==> config.mk <==
export PLATFORM = sky130hd
export DESIGN_NAME = sseg_scan_bcd
export DESIGN_NICKNAME = d
export VERILOG_FILES = /design/src/rtl/sseg_scan_bcd.sv
export SDC_FILE = /design/constraint.sdc
export NUM_CORES = 1
export LEC_CHECK = 0
export CAP_MARGIN = 20
export CORE_ASPECT_RATIO = 1.4
export CORE_MARGIN = 2
export CORE_UTILIZATION = 51
export DETAILED_ROUTE_END_ITERATION = 8
export PLACE_DENSITY = 0.75
export SLEW_MARGIN = 0
export SYNTH_ARGS = -nofsm -noshare
export SYNTH_HDL_FRONTEND = slang
export SYNTH_SLANG_ARGS = --single-unit
export TNS_END_PERCENT = 5
==> constraint.sdc <==
create_clock -name clk -period 5.5 [get_ports clk]
set_input_delay 1.65 -clock clk [delete_from_list [all_inputs] [get_ports clk]]
set_output_delay 1.65 -clock clk [all_outputs]
set_load 0.05 [all_outputs]
==> src/rtl/sseg_scan_bcd.sv <==
// Time-multiplexed BCD-to-seven-segment driver for N common-anode digits.
// Latches a packed BCD word on load and scans it with a dark slot between digits.
module sseg_scan_bcd #(
  parameter int N_DIGITS    = 4,
  parameter int REFRESH_DIV = 50000
) (
  input  logic                  clk,
  input  logic                  reset,
  input  logic                  load,
  input  logic [4*N_DIGITS-1:0] bcd,
  input  logic [N_DIGITS-1:0]   dp_in,
  input  logic                  lz_en,
  output logic [N_DIGITS-1:0]   an,
  output logic [7:0]            sseg
);

  localparam int CW = (REFRESH_DIV > 1) ? $clog2(REFRESH_DIV) : 1;
  localparam int IW = (N_DIGITS > 1) ? $clog2(N_DIGITS) : 1;
  localparam logic [CW-1:0] CNT_LAST = CW'(REFRESH_DIV - 1);
  localparam logic [IW-1:0] IDX_LAST = IW'(N_DIGITS - 1);

  logic [4*N_DIGITS-1:0] digits_q;
  logic [N_DIGITS-1:0]   dp_q;
  logic [CW-1:0]         cnt;
  logic [IW-1:0]         idx;
  logic                  wrap;

  logic [3:0]            code;
  logic                  dp_cur;
  logic                  supp_cur;
  logic                  zero_run;
  logic [N_DIGITS-1:0]   an_next;
  logic [7:0]            sseg_next;

  function automatic logic [6:0] seg_pat(input logic [3:0] d);
    case (d)
      4'd0:    seg_pat = 7'b100_0000;
      4'd1:    seg_pat = 7'b111_1001;
      4'd2:    seg_pat = 7'b010_0100;
      4'd3:    seg_pat = 7'b011_0000;
      4'd4:    seg_pat = 7'b001_1001;
      4'd5:    seg_pat = 7'b001_0010;
      4'd6:    seg_pat = 7'b000_0010;
      4'd7:    seg_pat = 7'b111_1000;
      4'd8:    seg_pat = 7'b000_0000;
      4'd9:    seg_pat = 7'b001_0000;
      default: seg_pat = 7'b111_1111;
    endcase
  endfunction

  assign wrap = (cnt == CNT_LAST);

  // load is a single-cycle strobe with no back-pressure: bcd/dp_in are
  // captured at any edge where load is high; the scan is never disturbed.
  always_ff @(posedge clk or posedge reset) begin
    if (reset) begin
      digits_q <= '0;
      dp_q     <= '0;
    end else if (load) begin
      digits_q <= bcd;
      dp_q     <= dp_in;
    end
  end

  always_ff @(posedge clk or posedge reset) begin
    if (reset) begin
      cnt <= '0;
      idx <= '0;
    end else begin
      cnt <= wrap ? '0 : cnt + 1'b1;
      if (wrap) idx <= (idx == IDX_LAST) ? '0 : idx + 1'b1;
    end
  end

  // Walk from the top digit down so zero_run says "this digit and all above are 0".
  always_comb begin
    code     = '0;
    dp_cur   = 1'b0;
    supp_cur = 1'b0;
    zero_run = 1'b1;
    for (int i = N_DIGITS - 1; i >= 0; i--) begin
      zero_run = zero_run & (digits_q[4*i +: 4] == 4'd0);
      if (idx == IW'(i)) begin
        code     = digits_q[4*i +: 4];
        dp_cur   = dp_q[i];
        supp_cur = zero_run && (i != 0);
      end
    end
  end

  always_comb begin
    an_next = wrap ? '1 : ~(N_DIGITS'(1) << idx);
    if (code == 4'hF)
      sseg_next = 8'h00;
    else if (code > 4'd9)
      sseg_next = 8'h7F;
    else if (lz_en && supp_cur)
      sseg_next = {~dp_cur, 7'h7F};
    else
      sseg_next = {~dp_cur, seg_pat(code)};
  end

  always_ff @(posedge clk or posedge reset) begin
    if (reset) begin
      an   <= '1;
      sseg <= 8'hFF;
    end else begin
      an   <= an_next;
      sseg <= sseg_next;
    end
  end

endmodule
Word level (Yosys, flattened, before mapping). Memories as Yosys holds them, arrays and structs flattened. Index checks and enable logic that the tools add are counted.

Input bits: 24. Memories kept: 1. Logic and storage cells: 43. Output and inout port bits: 12. ROM bits: 112. Latch bits: 0. Flip-flop bits (word level): 50. RAM bits: 0.

Multiply operators: 0. Shift operators: 1. Div/mod/pow operators: 0. Equality and inequality tests: 5. Multiplexer cells: 18. Bitwise logic cells: 4. $add $sub $neg: 2. Reductions and logical operators: 5. Magnitude comparators: 1.

Memories: (no name shown) (words 16, width 7, rd ports 1, clocked after Yosys merged registers in 0, wr ports 0, RTL line 36) `case (d)`.

Operator list (number): $mux 4 (5); $add 16x1->16 const B (1); $eq 16x16->1 const B (1); $mux 16 (1); $mux 8 (2); $logic_not 4->1 (3); $mux 1 (8); $mux 7 (1); $eq 2x2->1 const B (2); $eq 4x4->1 const B (1); $gt 4x4->1 const B (1); $not 4->4 (1); $shl 1x2->4 const A (1); $add 2x1->2 const B (1); $and 1x1->1 (2); $eq 2x1->1 const B (1); $logic_not 2->1 (1); $mux 2 (1); $logic_and 1x1->1 (1); $not 1->1 (1).

Longest topological paths before layout.
Depth after elaboration: 9. Depth in mapped cells: 11. Mapped depth without buffers: 9.

Worst setup path after synthesis. Ideal clock, no wire load.

Path type: input-to-reg. Start point: in load. End point: reg digits_q[0]. Path buffers: 1. Data required time: 5.375 ns. Library setup time: 0.125 ns. Arrival time: 2.332 ns. Path slack: 3.043 ns. Stages: 2. Path through: buf_1 -> mux2_2.

RTL lines: start: declaration (RTL line 9) `input logic load,`; end signal: assignment (RTL line 57) `digits_q <= '0;`; end signal: assignment (RTL line 60) `digits_q <= bcd;`; end: declaration (RTL line 22) `logic [4*N_DIGITS-1:0] digits_q;`.

No word-level cell between the ends.

Worst setup path after layout.
Start point: reg an[3]. End point: out an[3].

RTL lines: start: declaration (RTL line 13) `output logic [N_DIGITS-1:0] an,`; start signal: assignment (RTL line 108) `an <= an_next;`.

No word-level cell between the ends.

==> out/metrics.cfg <==
[status]
outcome=complete, no violations

[floorplan]
die_area_um2=5387
num_io_pins=36
rows=29
start_util_pct=53.64
fp.coreArea_um2=4572
die_w_um=62.61
fp.dieH_um=86.05

[min_path]
min_path_cells=1
hp-class=reg2reg

[synth]
synth_area_um2=2452
synth_top_family_by_area=simple AND/OR/NAND/NOR gates
synth_xor_area_share_pct=5.357
synth_cell_types=49
synth.mux.area_fraction_pct=9.082
synthArstFlopShare_pct=100.0
yosysSeqAreaShare_pct=51.63
ys_ff_latch=50
syn_avg_cell_area_um2=11.73
ys.flop_type=dfrtp_1
synth-simple-area-share_pct=15.82
syn_inst=209
synth_edf_count=0
synth_compound_area_share_pct=10.31
synthesis.nets=241
synth_fa_ha_area_share_pct=4.082
yosys_warnings=0

[setup_path]
r2r_end=sseg[3]
crit_buf_inv=1
cp_slowest_cell=clkdlybuf4s50_1
cp_data_arrival_time_ns=1.62
worstPathRequired_ns=3.85
reg2regPathDepth=8
regToRegStartpoint=idx[0]
critPathTopFamily=buffers and inverters
crit_chain=clkdlybuf4s50_1
critPathLaunchType=flip-flop
crit_type=reg2out
cp-endpoint=an[3]
crit_start=an[3]
max_stage_delay_ns=0.80
critical_path_depth=1
cp-end-kind=output pin
crit_fanout=1
rrSetupSlack_ns=3.01

[detailed_routing]
post_drt_wl_per_cell_um=14.91
drt_iter0_drc=66
routed_via_density=5.432
drc=0
via_count=1673
routed_wl_um=4592
drtPass1Iterations=4
ant_nets=0

[timing]
skew_ns=0.004394
slew_viol_final=0
relSlewSlack_pct=38.67
rsz0062_at_grt=no
final.setup.tns_ns=0
setup_violations=0
fmax_mhz=305.4
min_period_over_period_pct=59.54
fin_crit_ns=3.275
tightest_slew_ns=0.9171
hold_violations=0

[place]
numPortBuffers=35
place_congestion=0.8397
dp.cells=299
hpwl_um=3417

[clock_network]
post-cts-setup-buffers=0
clk_latency_ns=0.30
htreeDepth=2
tritoncts=yes
hold_buffers=0
cts-root-buf=clkbuf_8
cts_sinks=50
cts-buffers-inserted=5
ctsResizeCount=0
clk_pin_slew_ns=0.09
clock_path_buffers=2

[final_layout]
layout_common_cells=dfrtp_1, clkdlybuf4s50_1, mux2_2
final_common_cell=dfrtp_1
nets=277
syn_to_final_growth_pct=20.10
drive_gt1_share_pct=19.92
final_cells=308
n_antenna_cell=0

[global_routing]
grt_pass1_wl_um=7872
gr-usage-all-layers_pct=19.04
overflow=0
antenna_found_initial=0
grt_pass1_vias=1671
grt_max_degree=51

[pwr]
vdd_ir_drop_max_mv=0.1967
powerDensity_nw_per_um2=261.4
p_leak_nw=1.251

[job]
maxCapViolations=0

-- sequential cells by signal, indices dropped and copies added, names as in the netlist --
signal    flops
an            4
cnt          16
digits_q     16
dp_q          4
idx           2
sseg          8
-- per-layer routing --
layer | part of all wire [%] | global-route usage, % | up-vias
met3 | 2.6 | 3.543 | 12
met1 | 40 | 20.61 | 815
met4 | 2.2 | 7.677 | 0
met2 | 55 | 36.27 | 31
met5 | 0 | 0 | -
li1 | - | - | 815
-- per-stage QoR --
stage	setup WS, ns	power, W	cell area (um2)	util (%)	hold slack, ns
2_1_floorplan	2.669	0.0005084	2452	-	0.4048
3_3_place_gp	2.256	0.0005549	2830	61.90	0.4362
3_5_place_dp	2.209	0.0005585	2830	61.90	0.4389
4_1_cts	2.209	0.0007767	2925	63.98	0.4521
5_1_grt	2.183	0.0008088	2945	64.42	0.4752
6_report	2.225	0.0007699	2945	64.42	0.4443
-- cell type report --
cell class | instances | area [um2]
Multi-Input combinational cell | 141 | 1095
Inverter | 11 | 41.29
Fill cell | 371 | 1627
Timing Repair Buffer | 36 | 370.4
Sequential cell | 50 | 1266
Tap cell | 62 | 77.57
Clock inverter | 2 | 12.51
Clock buffer | 6 | 82.58
-- logic make-up (layout without fill, tap and decap cells) --
kind of cell | count (synthesis) | count (layout)
AO/OA/AOI/OAI | 30 | 30
adder cells (fa/ha/maj) | 8 | 8
multiplexers | 20 | 20
AND/OR/NAND/NOR | 68 | 68
flip-flops | 50 | 50
XOR/XNOR | 15 | 15
buffers and inverters | 18 | 55
-- synthesized netlist by cell type (3+ instances only) --
cell type  number  area (um2)
a21oi_1         4       20.02
and3_1          4       25.02
dfrtp_1        38       950.9
dfstp_2        12       315.3
ha_1            8       100.1
inv_1          11       41.29
mux2_2         18       202.7
nand2_1        13       48.80
nand3_1         4       20.02
nand3b_1        4       30.03
nand4_1         6       37.54
nor2_1         14       52.55
nor3_1          4       20.02
nor3b_1         3       22.52
nor4_1          4       25.02
o21ai_0         4       20.02
xnor2_1         6       52.55
xor2_1          9       78.83
-- power breakdown --
part	leakage, nW	internal (W)	switching (W)
logic	0.606	0.0000616	0.0000776
clock network	0.0472	0.000101	0.000118
registers	0.598	0.000399	0.0000128
total	1.25	0.000562	0.000208
-- worst min path at each step --
stage | endpoint | startpoint
finish | sseg[7] | dp_q[0]
CTS | sseg[7] | dp_q[0]
global route | sseg[7] | dp_q[0]
detailed placement | sseg[7] | dp_q[0]
global placement | sseg[7] | dp_q[0]
floorplan | sseg[7] | dp_q[0]
Note: power is estimated with default switching activity, not from simulation.
